--- config.mk ---
export PLATFORM = sky130hd
export DESIGN_NAME = remote_comm
export DESIGN_NICKNAME = d
export VERILOG_FILES = /design/src/rtl/remote_comm.sv
export SDC_FILE = /design/constraint.sdc
export NUM_CORES = 1
export LEC_CHECK = 0
export CORE_AREA = 2 2 90 92
export CTS_CLUSTER_DIAMETER = 120
export DETAILED_ROUTE_END_ITERATION = 16
export DIE_AREA = 0 0 92 94
export DONT_BUFFER_PORTS = 1
export PLACE_DENSITY = 0.76
export SLEW_MARGIN = 20
export SYNTH_ARGS = -nofsm -noshare
export SYNTH_HDL_FRONTEND = slang
export SYNTH_SLANG_ARGS = --single-unit
--- constraint.sdc ---
create_clock -name clk -period 6.55 [get_ports clk]
set_clock_uncertainty 0.05 [all_clocks]
set_input_delay 0.655 -clock clk [delete_from_list [all_inputs] [get_ports clk]]
set_output_delay 0.655 -clock clk [all_outputs]
set_load 0.005 [all_outputs]
--- src/rtl/remote_comm.sv ---
// Remote command link: 3-byte 8N1 command frame out on TX, single-byte responses in on RX.
// Optional feature macro: RESP_TIMEOUT_EN (adds WAIT_RESP state and response timeout).
module remote_comm #(
    parameter int BAUD_DIV    = 2604,
    parameter int TIMEOUT_CYC = 2500000
) (
    input  logic        clk,
    input  logic        rst_n,
    input  logic        snd_cmd,
    input  logic [7:0]  cmd,
    input  logic [15:0] data,
    input  logic        clr_resp_rdy,
    input  logic        RX,
    output logic        TX,
    output logic        busy,
    output logic        cmd_sent,
    output logic [7:0]  resp,
    output logic        resp_rdy,
    output logic        resp_timeout
);

    localparam logic [11:0] BIT_LAST  = 12'(BAUD_DIV - 1);
    localparam logic [11:0] HALF_LAST = 12'((BAUD_DIV / 2) - 1);

`ifdef RESP_TIMEOUT_EN
    localparam int TW = $clog2(TIMEOUT_CYC + 1);
    localparam logic [TW-1:0] TO_LAST = TW'(TIMEOUT_CYC - 1);

    typedef enum logic [2:0] {
        IDLE, TX_CMD, TX_DH, TX_DL, WAIT_RESP
    } state_t;

    logic [TW-1:0] to_cnt;
    logic          rx_done;
`else
    typedef enum logic [1:0] {
        IDLE, TX_CMD, TX_DH, TX_DL
    } state_t;
`endif

    state_t      state;
    logic [23:0] shreg;
    logic [7:0]  cur_byte;
    logic [11:0] baud_cnt;
    logic [3:0]  bit_idx;
    logic        accept;

    logic        rx_s1, rx_s2, rx_s3;
    logic        rx_active;
    logic [11:0] rx_cnt;
    logic [3:0]  rx_bit;
    logic [7:0]  rx_shift;

    assign accept   = snd_cmd && !busy;
    assign cur_byte = shreg[23:16];

    // Transmit FSM: frame sequencing, bit timing, busy and cmd_sent.
    always_ff @(posedge clk or negedge rst_n) begin
        if (!rst_n) begin
            state    <= IDLE;
            TX       <= 1'b1;
            busy     <= 1'b0;
            cmd_sent <= 1'b0;
            shreg    <= '0;
            baud_cnt <= '0;
            bit_idx  <= '0;
`ifdef RESP_TIMEOUT_EN
            to_cnt       <= '0;
            resp_timeout <= 1'b0;
`endif
        end else begin
            cmd_sent <= 1'b0;
`ifdef RESP_TIMEOUT_EN
            resp_timeout <= 1'b0;
`endif
            case (state)
                IDLE: begin
                    if (accept) begin
                        shreg    <= {cmd, data};
                        state    <= TX_CMD;
                        busy     <= 1'b1;
                        TX       <= 1'b0;
                        baud_cnt <= '0;
                        bit_idx  <= '0;
                    end
                end
                TX_CMD, TX_DH, TX_DL: begin
                    if (baud_cnt == BIT_LAST) begin
                        baud_cnt <= '0;
                        if (bit_idx == 4'd9) begin
                            bit_idx <= '0;
                            shreg   <= {shreg[15:0], 8'h00};
                            if (state == TX_DL) begin
                                TX       <= 1'b1;
                                cmd_sent <= 1'b1;
`ifdef RESP_TIMEOUT_EN
                                state  <= WAIT_RESP;
                                to_cnt <= '0;
`else
                                state <= IDLE;
                                busy  <= 1'b0;
`endif
                            end else begin
                                TX    <= 1'b0;
                                state <= (state == TX_CMD) ? TX_DH : TX_DL;
                            end
                        end else begin
                            bit_idx <= bit_idx + 4'd1;
                            if (bit_idx == 4'd8)
                                TX <= 1'b1;
                            else
                                TX <= cur_byte[bit_idx[2:0]];
                        end
                    end else begin
                        baud_cnt <= baud_cnt + 12'd1;
                    end
                end
`ifdef RESP_TIMEOUT_EN
                WAIT_RESP: begin
                    if (rx_done) begin
                        state <= IDLE;
                        busy  <= 1'b0;
                    end else if (to_cnt == TO_LAST) begin
                        resp_timeout <= 1'b1;
                        state        <= IDLE;
                        busy         <= 1'b0;
                    end else begin
                        to_cnt <= to_cnt + 1'b1;
                    end
                end
`endif
                default: state <= IDLE;
            endcase
        end
    end

`ifndef RESP_TIMEOUT_EN
    assign resp_timeout = 1'b0;
`endif

    // RX synchronizer plus one extra stage for falling-edge detection.
    always_ff @(posedge clk or negedge rst_n) begin
        if (!rst_n) begin
            rx_s1 <= 1'b1;
            rx_s2 <= 1'b1;
            rx_s3 <= 1'b1;
        end else begin
            rx_s1 <= RX;
            rx_s2 <= rx_s1;
            rx_s3 <= rx_s2;
        end
    end

    // Receiver: mid-bit sampling, framing check, resp/resp_rdy update.
    always_ff @(posedge clk or negedge rst_n) begin
        if (!rst_n) begin
            rx_active <= 1'b0;
            rx_cnt    <= '0;
            rx_bit    <= '0;
            rx_shift  <= '0;
            resp      <= 8'h00;
            resp_rdy  <= 1'b0;
`ifdef RESP_TIMEOUT_EN
            rx_done   <= 1'b0;
`endif
        end else begin
`ifdef RESP_TIMEOUT_EN
            rx_done <= 1'b0;
`endif
            if (clr_resp_rdy || accept)
                resp_rdy <= 1'b0;
            if (!rx_active) begin
                if (rx_s3 && !rx_s2) begin
                    rx_active <= 1'b1;
                    rx_cnt    <= '0;
                    rx_bit    <= '0;
                end
            end else if (rx_bit == 4'd0) begin
                if (rx_cnt == HALF_LAST) begin
                    rx_cnt <= '0;
                    if (rx_s2)
                        rx_active <= 1'b0;
                    else
                        rx_bit <= 4'd1;
                end else begin
                    rx_cnt <= rx_cnt + 12'd1;
                end
            end else if (rx_cnt == BIT_LAST) begin
                rx_cnt <= '0;
                if (rx_bit == 4'd9) begin
                    rx_active <= 1'b0;
                    rx_bit    <= '0;
                    if (rx_s2) begin
                        resp     <= rx_shift;
                        resp_rdy <= 1'b1;
`ifdef RESP_TIMEOUT_EN
                        rx_done  <= 1'b1;
`endif
                    end
                end else begin
                    rx_shift <= {rx_s2, rx_shift[7:1]};
                    rx_bit   <= rx_bit + 4'd1;
                end
            end else begin
                rx_cnt <= rx_cnt + 12'd1;
            end
        end
    end

endmodule

# [After elaboration in Yosys (flattened, before gate mapping)]
# Cells that the tools add are included.
# W data, S select, Z words.
[word_totals] output_inout_bits=13 input_bits=29 reg_bits=82 wordCells=112
[classes] n_bitwise=2 n_mux=58 n_lt_le_gt_ge=1 n_reduce_logical=15 n_addsub=4 n_eq_ne=16
[ops] op="$mux W12" count=7
[ops] op="$mux W24" count=3
[ops] op="$pmux W24 S2" count=1
[ops] op="$mux W4" count=10
[ops] op="$mux W1" count=27
[ops] op="$add A12 B1 Y12 const B" count=2
[ops] op="$eq A12 B12 Y1 const B" count=2
[ops] op="$pmux W12 S2" count=1
[ops] op="$eq A12 B11 Y1 const B" count=1
[ops] op="$eq A4 B4 Y1 const B" count=3
[ops] op="$reduce_and A4 Y1" count=3
[ops] op="$add A4 B1 Y4 const B" count=2
[ops] op="$mux W2" count=4
[ops] op="$ne A2 B2 Y1 const B" count=4
[ops] op="$pmux W4 S2" count=1
[ops] op="$reduce_and A5 Y1" count=1
[ops] op="$eq A2 B2 Y1 const B" count=2
[ops] op="$logic_not A4 Y1" count=1
[ops] op="$lt A3 B4 Y1 const B" count=1
[ops] op="$pmux W1 S2" count=2
[ops] op="$pmux W2 S2" count=1
[ops] op="$bmux W1 S3" count=1
[ops] op="$ne A3 B1 Y1 const B" count=1
[ops] op="$ne A3 B2 Y1 const B" count=1
[ops] op="11 further kinds" count=14

# [Longest topological paths before layout]
# Gate-level depths: netlist of run 1.
[depth] depth_word=9 mapped_depth=8 depth_no_buf=6

# [Least setup slack after synthesis of run 1]
# No wires, ideal clock.
[synth_path] path_type="register to register" start="register rx_cnt[0]" end="register rx_shift[0]" path_slack_ps=4349 t_arrival_ps=2026 path_buffers=1 required_ps=6375 setup_time_ps=125 stages_incl_launch_ff=7 period_less_slack_ps=2201 path_cell_list="dfrtp_1 -> ha_1 -> or3b_2 -> nor3_1 -> and2_1 -> buf_2 -> mux2_2"
[synth_between] elab_chain_cells=2
[synth_rtl] item="from (decl)" line_no="50" rtl="logic [11:0] rx_cnt;"
[synth_rtl] item="from (signal assigned)" line_no="186" rtl="rx_cnt <= rx_cnt + 12'd1;"
[synth_rtl] item="from (signal assigned)" line_no="205" rtl="rx_cnt <= rx_cnt + 12'd1;"
[synth_rtl] item="$eq A12 B12 Y1" line_no="188" rtl="end else if (rx_cnt == BIT_LAST) begin"
[synth_rtl] item="$reduce_and A4 Y1 (no line)"
[synth_rtl] item="to (signal assigned)" line_no="201" rtl="rx_shift <= {rx_s2, rx_shift[7:1]};"
[synth_rtl] item="to (decl)" line_no="52" rtl="logic [7:0] rx_shift;"
# Every way passes these cells.
# A chain may end at the register's enable or synchronous reset.

# [Worst setup path in the final report of run 1]
[layout_path] start="register rx_bit[0]" end="register rx_cnt[2]"
[layout_between] elab_chain_cells=3
[layout_rtl] item="from (decl)" line_no="51" rtl="logic [3:0] rx_bit;"
[layout_rtl] item="from (signal assigned)" line_no="202" rtl="rx_bit <= rx_bit + 4'd1;"
[layout_rtl] item="$logic_not A4 Y1" line_no="178" rtl="end else if (rx_bit == 4'd0) begin"
[layout_rtl] item="$mux W12" line_no="178"
[layout_rtl] item="$mux W12" line_no="172" rtl="if (!rx_active) begin"
# Every way passes these cells.

==> flow_metrics.tcl, run 1 <==
set metrics [dict create \
    clk_latency_ps 350 \
    p_leak_nw 2.02 \
    io_pins 42 \
    p_int_mw 0.724 \
    n_fill_cell 639 \
    critical_path_class "flop to flop" \
    grt.overflow.total 0 \
    top_usage_layer "met2" \
    critPathMaxFanout 11 \
    numCtsBuffers 9 \
    grt_pass1_wl_um 14300 \
    nets 440 \
    postCtsSetupBuffers 0 \
    max-clock-path-buffers 2 \
    root_buffer "clkbuf_8" \
    tns_ps 0 \
    cellPowerDensity_mw_per_mm2 220 \
    avgSynthCellArea_um2 10.9 \
    status "finished, final reports clean" \
    worstMarginPinSlew_ps 719 \
    dieArea_mm2 0.00865 \
    cp.arrival_ps 2860 \
    synth-main-ff-cell "dfrtp_1" \
    drt_pass1_iterations 4 \
    p_seq_share_pct 55.2 \
    gr-usage-met1_pct 26.9 \
    endpoint_kind "flop" \
    vdd_drop_max_mv 0.116 \
    ys_ff_latch 82 \
    clkPwrFrac_pct 32.5 \
    drive_gt1_share_pct 20.5 \
    worstSetupStartpointType "flop" \
    met2_usage_pct 33.9 \
    finalSetupViolCount 0 \
    clock.fmax_ghz 0.372 \
    cp_data_required_time_ps 6710 \
    grt_pass1_vias 3004 \
    syn2layout_area_growth_pct 5.36 \
    synth.yosys.seq_area_share_pct 46.6 \
    swShare_pct 29.3 \
    synth_edf_count 0 \
    gp_congestion 0.833 \
    rows 32 \
    syn_inst 403 \
    drc_errors 0 \
    finalCritPeriodShare_pct 41.1 \
    antennaDiodeCount 0 \
    hold_class "input pin to asynchronous set/reset pin" \
    min_period_ps 2690 \
    cap_violations 0 \
    cts_tree "done" \
    p_comb_share_pct 12.4 \
    avgViaCountPerCell 5.98 \
    finish.utilization_pct 61.1 \
    grt_use_met3_pct 6.18 \
    netlist_area_mm2 0.00441 \
    path_clk_slew_ps 80 \
    start_util_pct 58.0 \
    coreArea_mm2 0.00761 \
    yosysUniqueCellTypes 65 \
    synth_warnings 0 \
    rsz0062_at_grt "no" \
    synth_fp_nets 444 \
    wl_um 8310 \
    relSlewSlack_pct 51.7 \
    dr.first_iter.drc_count 132 \
    ant_nets 0 \
    clock-sinks 82 \
    die_y_um 94 \
    routed_wire_length_per_instance_um 16.4 \
    vias 3026 \
    hold_viol 0 \
    htree_levels 3 \
    grt_antenna_before_repair 0 \
    grt_max_degree 79 \
    maxSlewViolCount 0 \
    grt_usage_pct 20.8 \
    place_hpwl_um 5680 \
    power_switching_mw 0.299 \
    async_flop_share_pct 100 \
    fp.dieW_um 92 \
    port_buffers 0 \
]
sequential cells by signal (all words and copies together) (netlist names):
register / flops
rx_active: 1
cmd_sent: 1
rx_s2: 1
bit_idx: 4
rx_bit: 4
rx_s3: 1
baud_cnt: 12
busy: 1
TX: 1
state: 2
resp_rdy: 1
rx_s1: 1
rx_cnt: 12
resp: 8
rx_shift: 8
shreg: 24
worst max-delay path: stages (launching register included):
cell       delay [ps]
dfrtp_1           450
inv_1             110
ha_1              220
or3b_1            440
o41ai_4           610
nand2b_1          530
o2bb2ai_1         140
layout make-up:
cell class	count	area, um2	share of cell area [%]
clock buffer	10	128	2.75
clock inverter	6	52.6	1.13
inverter	23	86.3	1.86
multi-input combinational	280	2150	46.3
sequential	82	2060	44.3
tap	102	128	2.75
timing repair buffer	3	42.5	0.915
through the flow:
| stage | setup WS [ps] | cell area [um2] | hold slack, ps | instances | total power [mW] |
|---|---|---|---|---|---|
| floorplan | 4350 | 4410 | 295 | 403 | 0.662 |
| global placement | 3970 | 4430 | 299 | 489 | 0.683 |
| detailed placement | 3870 | 4430 | 304 | 489 | 0.689 |
| CTS | 3860 | 4640 | 68.5 | 506 | 1.04 |
| global route | 3660 | 4650 | 46.9 | 506 | 1.08 |
| finish | 3860 | 4650 | 89.1 | 506 | 1.02 |
power by group through the flow:
stage / clock network [mW] / logic (mW) / registers, mW
2_1_floorplan: 0 / 0.101 / 0.561
3_3_place_gp: 0 / 0.111 / 0.572
3_5_place_dp: 0 / 0.115 / 0.573
4_1_cts: 0.346 / 0.127 / 0.563
5_1_grt: 0.369 / 0.145 / 0.568
6_report: 0.332 / 0.127 / 0.564
metal layers:
metal | up-vias | wire, um
li1 | 1472 | -
met1 | 1493 | 3860
met2 | 52 | 4040
met3 | 9 | 336
met4 | 0 | 81
met5 | - | 0
cell usage in the layout (no fill, tap or decap), drive strengths merged, types with 7 or more instances in the layout:
cell type | Yosys | routed
nor3 | 8 | 8
nand4 | 8 | 8
o211ai | 7 | 7
ha | 12 | 12
dfrtp | 78 | 78
mux2 | 42 | 42
nor2 | 8 | 8
a31oi | 9 | 9
clkbuf | 10 | 10
o21ai | 32 | 32
inv | 23 | 24
nand3 | 21 | 21
nand2 | 42 | 42
final timing paths:
check / startpoint / endpoint / slack (ps) / cells after the start
max: rx_bit[0] / rx_cnt[2] / 3860 / 6
min: rst_n / rx_s1 / 90 / 0
max reg2reg: rx_bit[0] / rx_cnt[2] / 3860 / 6
min reg2reg: rx_s1 / rx_s2 / 320 / 0
max in group asynchronous: rst_n / baud_cnt[3] / 6010 / 1
min in group clk: RX / rx_s1 / 250 / 0
Yosys cell counts (2+ instances only):
cell       count  area, um2
o21ai_1        4       20.0
buf_2          2       10.0
mux4_2         2       45.0
o22ai_1        3       18.8
and3_1         3       18.8
or4_1          6       45.0
nand3_1       20        100
dfrtp_1       78       1950
nand4_1        7       43.8
mux2i_1        5       50.1
or3_1          5       31.3
mux2_2        31        349
o211ai_2       5       62.6
a221o_1        3       30.0
dfstp_2        4        105
mux2_4        11        165
nand2b_1       6       37.5
nor3b_1        2       15.0
and2_1         2       12.5
nor3_1         7       35.0
a41oi_1        3       26.3
a21oi_1        4       20.0
nor2b_1        3       18.8
buf_6          4       45.0
a211o_1        2       17.5
inv_1         23       86.3
nand2_1       42        158
o2bb2ai_1      4       35.0
o211ai_1       2       15.0
clkbuf_1      10       37.5
o41ai_1        2       17.5
a31o_2         2       17.5
and4_1         3       26.3
nand3b_1       3       22.5
o21ai_0       28        140
a31oi_1        9       56.3
nor4_1         4       25.0
ha_1          12        150
or2_2          2       12.5
nand4bb_1      3       33.8
nor2_1         8       30.0
cells by family (layout without fill, tap and decap cells):
group | count (synthesis) | count (layout) | synth area share (%)
buf+inv | 41 | 42 | 4.68
mux | 49 | 49 | 13.8
fa+ha+maj | 12 | 12 | 3.40
flops | 82 | 82 | 46.6
xor+xnor | 2 | 2 | 0.397
other cells | 1 | 1 | 0.0850
simple gates | 136 | 136 | 17.7
compound gates | 80 | 80 | 13.3
timing repair:
item | in CTS | in global routing
endpoints found under the hold margin | 78 | 0
hold buffers | 1 | 0
resized for setup | 0 | 0
Note: power is estimated with default switching activity, not from simulation.
==> run 2: changes to the inputs <==
--- a/config.mk
+++ b/config.mk
@@ -5,10 +5,11 @@
 export SDC_FILE = /design/constraint.sdc
 export NUM_CORES = 1
 export LEC_CHECK = 0
-export CORE_AREA = 2 2 90 92
+export ABC_AREA = 1
+export CORE_AREA = 2 2 91 93
 export CTS_CLUSTER_DIAMETER = 120
 export DETAILED_ROUTE_END_ITERATION = 16
-export DIE_AREA = 0 0 92 94
+export DIE_AREA = 0 0 93 95
 export DONT_BUFFER_PORTS = 1
 export PLACE_DENSITY = 0.76
 export SLEW_MARGIN = 20
==> constraint.sdc (replaced) <==
create_clock -name clk -period 2.53 [get_ports clk]
set_clock_uncertainty 0.05 [all_clocks]
set_input_delay 0.253 -clock clk [delete_from_list [all_inputs] [get_ports clk]]
set_output_delay 0.253 -clock clk [all_outputs]
set_load 0.005 [all_outputs]
==> flow_metrics.tcl, run 2 <==
set metrics [dict create \
    drc_errors 0 \
    synth_fp_nets 648 \
    p_comb_share_pct 38.2 \
    min_period_ps 2020 \
    power_switching_mw 2.05 \
    clock.fmax_ghz 0.496 \
    tns_ps 0 \
    routed_wire_length_per_instance_um 13.3 \
    grt_antenna_before_repair 0 \
    worstMarginPinSlew_ps 686 \
    cts_tree "done" \
    ctsResizeCount 0 \
    gp_congestion 0.864 \
    place_hpwl_um 6590 \
    antennaDiodeCount 0 \
    grt.overflow.total 0 \
    start_util_pct 56.9 \
    rows 33 \
    clock-sinks 82 \
    seq_area_mm2 0.00206 \
    rr_worst_depth 8 \
    largest_reg_flops 24 \
    placed_cells 697 \
    holdPathStages 3 \
    vias 3838 \
    top_regs "shreg: 24 flops, baud_cnt: 12 flops, rx_cnt: 12 flops" \
    numCtsBuffers 9 \
    yosys.area.top_type_share_pct 43.2 \
    path_clk_slew_ps 80 \
    hold_start "clr_resp_rdy" \
    stdcell_count 723 \
    root_buffer "clkbuf_8" \
    drive_gt1_share_pct 7.44 \
    rsz0062_at_grt "no" \
    fp.dieW_um 93 \
    hold_class "input pin to flop" \
    clkPwrFrac_pct 23.4 \
    async_flop_share_pct 100 \
    ys_top_cells_by_count "nand2_1, inv_1, dfrtp_1, nand3_1, nor2_1" \
    synth_top_area_cell "dfrtp_1" \
    cts_hold_buf 11 \
    vdd_drop_max_mv 0.525 \
    finish.utilization_pct 62.2 \
    cp.arrival_ps 2210 \
    rrSetupSlack_ps 510 \
    finalSetupViolCount 0 \
    synth_edf_count 0 \
    max-clock-path-buffers 2 \
    p_int_mw 2.87 \
    p_leak_nw 2.62 \
    p_seq_share_pct 38.3 \
    cellPowerDensity_mw_per_mm2 996 \
    grt_pass1_wl_um 16200 \
    coreArea_mm2 0.00793 \
    syn_inst 607 \
    grt_usage_pct 23.1 \
    critPathMaxFanout 26 \
    die_y_um 95 \
    port_buffers 0 \
    grt_pass1_vias 3648 \
    endpoint_kind "flop" \
    critical_path_class "flop to flop" \
    io_pins 42 \
    cap_violations 0 \
    synth.yosys.seq_area_share_pct 45.6 \
    final_common_cell "nand2_1" \
    yosysUniqueCellTypes 31 \
    maxSlewViolCount 0 \
    drt_pass1_iterations 5 \
    ys_ff_latch 82 \
    postCtsSetupBuffers 0 \
    multi_input_area_mm2 0.00203 \
    dieArea_mm2 0.00884 \
    avgViaCountPerCell 5.31 \
    n_fill_cell 711 \
    setup_ws_ps 514 \
    avgSynthCellArea_um2 7.44 \
    netlist_area_mm2 0.00451 \
    htree_levels 3 \
    grt_max_degree 83 \
    status "finished, final reports clean" \
    synth_warnings 0 \
    syn2layout_area_growth_pct 9.31 \
    nets 655 \
    finalCritPeriodShare_pct 79.7 \
    r2r-start "baud_cnt[0]" \
    crit_start "baud_cnt[0]" \
    yosysMostFrequentCell "nand2_1" \
    cp_data_required_time_ps 2730 \
    ys_top_cells_by_area "dfrtp_1, nand2_1, inv_1, nand3_1, nand4_1" \
    wl_um 9590 \
    ant_nets 0 \
    layout_common_cells "nand2_1, inv_1, dfrtp_1, nor2_1, nand3_1" \
    synth-main-ff-cell "dfrtp_1" \
    top_register "shreg" \
    swShare_pct 41.6 \
    dpl_worst_slack_ps 517 \
    dr.first_iter.drc_count 231 \
    hold_viol 0 \
    relSlewSlack_pct 54.3 \
    clk_latency_ps 370 \
    worstSetupStartpointType "flop" \
]
==> run 2: changes by cell type after synthesis, moves of 24 or more <==
cell and delta:
mux2_2 -31, nand4_1 +24, nand2_1 +175, inv_1 +56, nand3_1 +27, nor2_1 +39
==> run 2: power by group through the flow <==
stage | clock [mW] | sequential (mW) | combinational, mW
after global placement | 0 | 1.89 | 1.74
after global routing | 1.21 | 1.93 | 2.16
after floorplan | 0 | 1.83 | 1.46
final | 1.15 | 1.88 | 1.88
after detailed placement | 0 | 1.90 | 1.81
after CTS | 1.17 | 1.88 | 1.87
==> run 2: stage by stage <==
| stage | area [um2] | total power [mW] | hold WS (ps) |
|---|---|---|---|
| after global placement | 4570 | 3.63 | -89.6 |
| after detailed placement | 4570 | 3.71 | -89.0 |
| after global routing | 4930 | 5.30 | 20.7 |
| after CTS | 4930 | 4.92 | 8.91 |
| final | 4930 | 4.92 | 14.5 |
| after floorplan | 4510 | 3.29 | -92.6 |
==> run 2: cell families (layout without fill, tap and decap cells) <==
group	Yosys count	count (layout)	synth area share [%]
AND/OR/NAND/NOR	363	363	34.8
other	1	1	0.0831
AO/OA/AOI/OAI	40	40	5.27
flip-flops	82	82	45.6
buffers and inverters	101	112	9.37
XOR/XNOR	8	8	1.55
adder cells (fa/ha/maj)	12	12	3.33
==> run 2: final cells by class <==
type                       instances  share of cell area (%)
sequential                        82                    41.7
multi-input combinational        424                    41.2
inverter                          80                    6.09
timing repair buffer              17                    3.50
tap                              105                    2.66
clock buffer                       9                    2.51
clock inverter                     6                    2.33
==> run 2: worst paths after layout <==
check                      endpoint
max                        shreg[6]
min                        resp_rdy
max reg2reg                shreg[6]
min reg2reg                   rx_s2
max in group asynchronous     rx_s1
min in group asynchronous  cmd_sent
==> run 2: critical path, cell delays in order (launching register included) <==
cell and delay, ps:
dfrtp_1 440, ha_1 250, nand2_1 70, nor2_1 100, nand3_1 140, nand2_2 150, nand3_2 430, nand2_1 210
nand2_1 70
==> run 2: metal layers <==
| metal | vias to the layer above | track usage (%) | routed length (um) |
|---|---|---|---|
| met2 | 107 | 40.0 | 4860 |
| met3 | 12 | 3.91 | 494 |
| met1 | 1789 | 28.8 | 4100 |
| met4 | 0 | 9.31 | 129 |
| li1 | 1930 | - | - |
| met5 | - | 0 | 0 |
==> run 3: changes to the inputs <==
--- a/config.mk
+++ b/config.mk
@@ -6,12 +6,12 @@
 export NUM_CORES = 1
 export LEC_CHECK = 0
 export ABC_AREA = 1
-export CORE_AREA = 2 2 91 93
+export CORE_AREA = 2 2 92 94
 export CTS_CLUSTER_DIAMETER = 120
 export DETAILED_ROUTE_END_ITERATION = 16
-export DIE_AREA = 0 0 93 95
+export DIE_AREA = 0 0 94 96
 export DONT_BUFFER_PORTS = 1
-export PLACE_DENSITY = 0.76
+export PLACE_DENSITY = 0.78
 export SLEW_MARGIN = 20
 export SYNTH_ARGS = -nofsm -noshare
 export SYNTH_HDL_FRONTEND = slang
==> constraint.sdc (replaced) <==
create_clock -name clk -period 1.8 [get_ports clk]
set_clock_uncertainty 0.05 [all_clocks]
set_input_delay 0.18 -clock clk [delete_from_list [all_inputs] [get_ports clk]]
set_output_delay 0.18 -clock clk [all_outputs]
set_load 0.005 [all_outputs]
==> flow_metrics.tcl, run 3 (same netlist as run 2, synthesis figures left out) <==
set metrics [dict create \
    numCtsBuffers 9 \
    min_period_ps 1710 \
    cpLargestDelayFamily "simple AND/OR/NAND/NOR gates" \
    coreArea_mm2 0.00805 \
    grt_antenna_before_repair 0 \
    worstPathCellList "inv_1 -> nand2_1 -> nor2_1 -> nand3b_1 -> or2_1 -> buf_12 -> nand2_1 -> o21ai_2" \
    clock.fmax_ghz 0.585 \
    grt_pass1_vias 3592 \
    grt_max_degree 83 \
    fp.dieW_um 94 \
    htree_levels 3 \
    root_buffer "clkbuf_8" \
    layout_common_cells "nand2_1, inv_1, dfrtp_1, nor2_1, nand3_1" \
    syn2layout_area_growth_pct 12.0 \
    cts_hold_buf 10 \
    nets 670 \
    largest_reg_flops 24 \
    finalSetupViolCount 0 \
    worstSetupStartpointType "flop" \
    cp_data_required_time_ps 2000 \
    top_regs "shreg: 24 flops, baud_cnt: 12 flops, rx_cnt: 12 flops" \
    hold_viol 82 \
    maxSlewViolCount 0 \
    dieArea_mm2 0.00902 \
    drt_pass1_iterations 5 \
    grt_usage_pct 23.1 \
    clk_latency_ps 360 \
    p_leak_nw 2.69 \
    rsz0062_at_grt "no" \
    drc_errors 0 \
    status "complete, but fails checks" \
    cts_tree "done" \
    hold_ws_ps -541 \
    cellPowerDensity_mw_per_mm2 1380 \
    routed_wire_length_per_instance_um 13.2 \
    violations "negative hold slack" \
    rows 33 \
    grt_pass1_wl_um 16400 \
    avgViaCountPerCell 5.34 \
    io_pins 42 \
    port_buffers 0 \
    max-clock-path-buffers 2 \
    clock-sinks 82 \
    final_common_cell "nand2_1" \
    place_hpwl_um 6780 \
    r2r-start "rx_cnt[7]" \
    antennaDiodeCount 0 \
    cap_violations 0 \
    finish.utilization_pct 62.8 \
    critPathMaxFanout 16 \
    gp_congestion 0.913 \
    vdd_drop_max_mv 1.00 \
    dr.first_iter.drc_count 234 \
    drive_gt1_share_pct 11.5 \
    grt.overflow.total 0 \
    hold_class "input pin to asynchronous set/reset pin" \
    crit_start "rx_cnt[7]" \
    top_register "shreg" \
    finalCritPeriodShare_pct 95.0 \
    cp_slowest_stage_delay_ps 440 \
    cpMostUsedCell "nand2_1" \
    critical_path_class "flop to flop" \
    cp_slowest_cell "dfrtp_1" \
    ant_nets 0 \
    cp.arrival_ps 1910 \
    endpoint_kind "flop" \
    path_clk_slew_ps 90 \
    die_y_um 96 \
    start_util_pct 56.1 \
    crit_buf_inv 2 \
    wl_um 9790 \
    vias 3947 \
]
run 3: cell count changes in the layout (fill, tap and decap cells not counted), sizes merged:
| cell | change |
|---|---|
| buf | +15 |
| bufinv | -2 |
| clkinv | +1 |
| inv | +2 |
run 3: routing by layer:
layer	share of wire [%]	routed length [um]	GRT usage (%)
met1	42	4140	29.0
met2	50	4860	39.0
met3	5.7	557	5.01
met4	2.4	231	9.66
met5	0	0	0
run 3: what timing repair did:
item | CTS | global route
endpoints found under the hold margin | 92 | 82
resized for setup | 1 | 11
setup endpoints to repair | 11 | 32
buffers inserted | 2 | 1
pin swaps | 1 | 0
run 3: area by class of cell:
type                    count  area (um2)
clock buffers               9         124
clock inverters             7        86.3
fillers                   700        3000
inverters                  80         300
multi-input cells         424        2060
flip-flops and latches     82        2060
well taps                 105         131
repair buffers             32         294
run 3: per-stage QoR:
stage	cell area (um2)	std cells	total power [mW]	TNS [ps]	worst slack [ps]
2_1_floorplan	4510	607	4.62	0	153
3_3_place_gp	4690	710	5.27	0	84.6
3_5_place_dp	4690	710	5.39	-109	-20.9
4_1_cts	5020	738	6.85	0	7.45
5_1_grt	5050	739	7.49	0	14.9
6_report	5050	739	6.96	0	89.3
run 3: report_power, final:
group          internal [mW]  leakage (nW)  switching (mW)
logic                   1.04          1.51            1.93
clock network          0.670         0.104           0.748
registers               2.28          1.07           0.294
total                   3.99          2.69            2.97
run 3: final timing paths:
path | endpoint | slack [ps] | cells after the start
max | rx_shift[7] | 90 | 8
min | baud_cnt[0] | -540 | 0
max reg2reg | rx_shift[7] | 90 | 8
min reg2reg | rx_s2 | 320 | 0
max in group asynchronous | rx_s2 | 2020 | 0
min in group clk | shreg[22] | 10 | 4
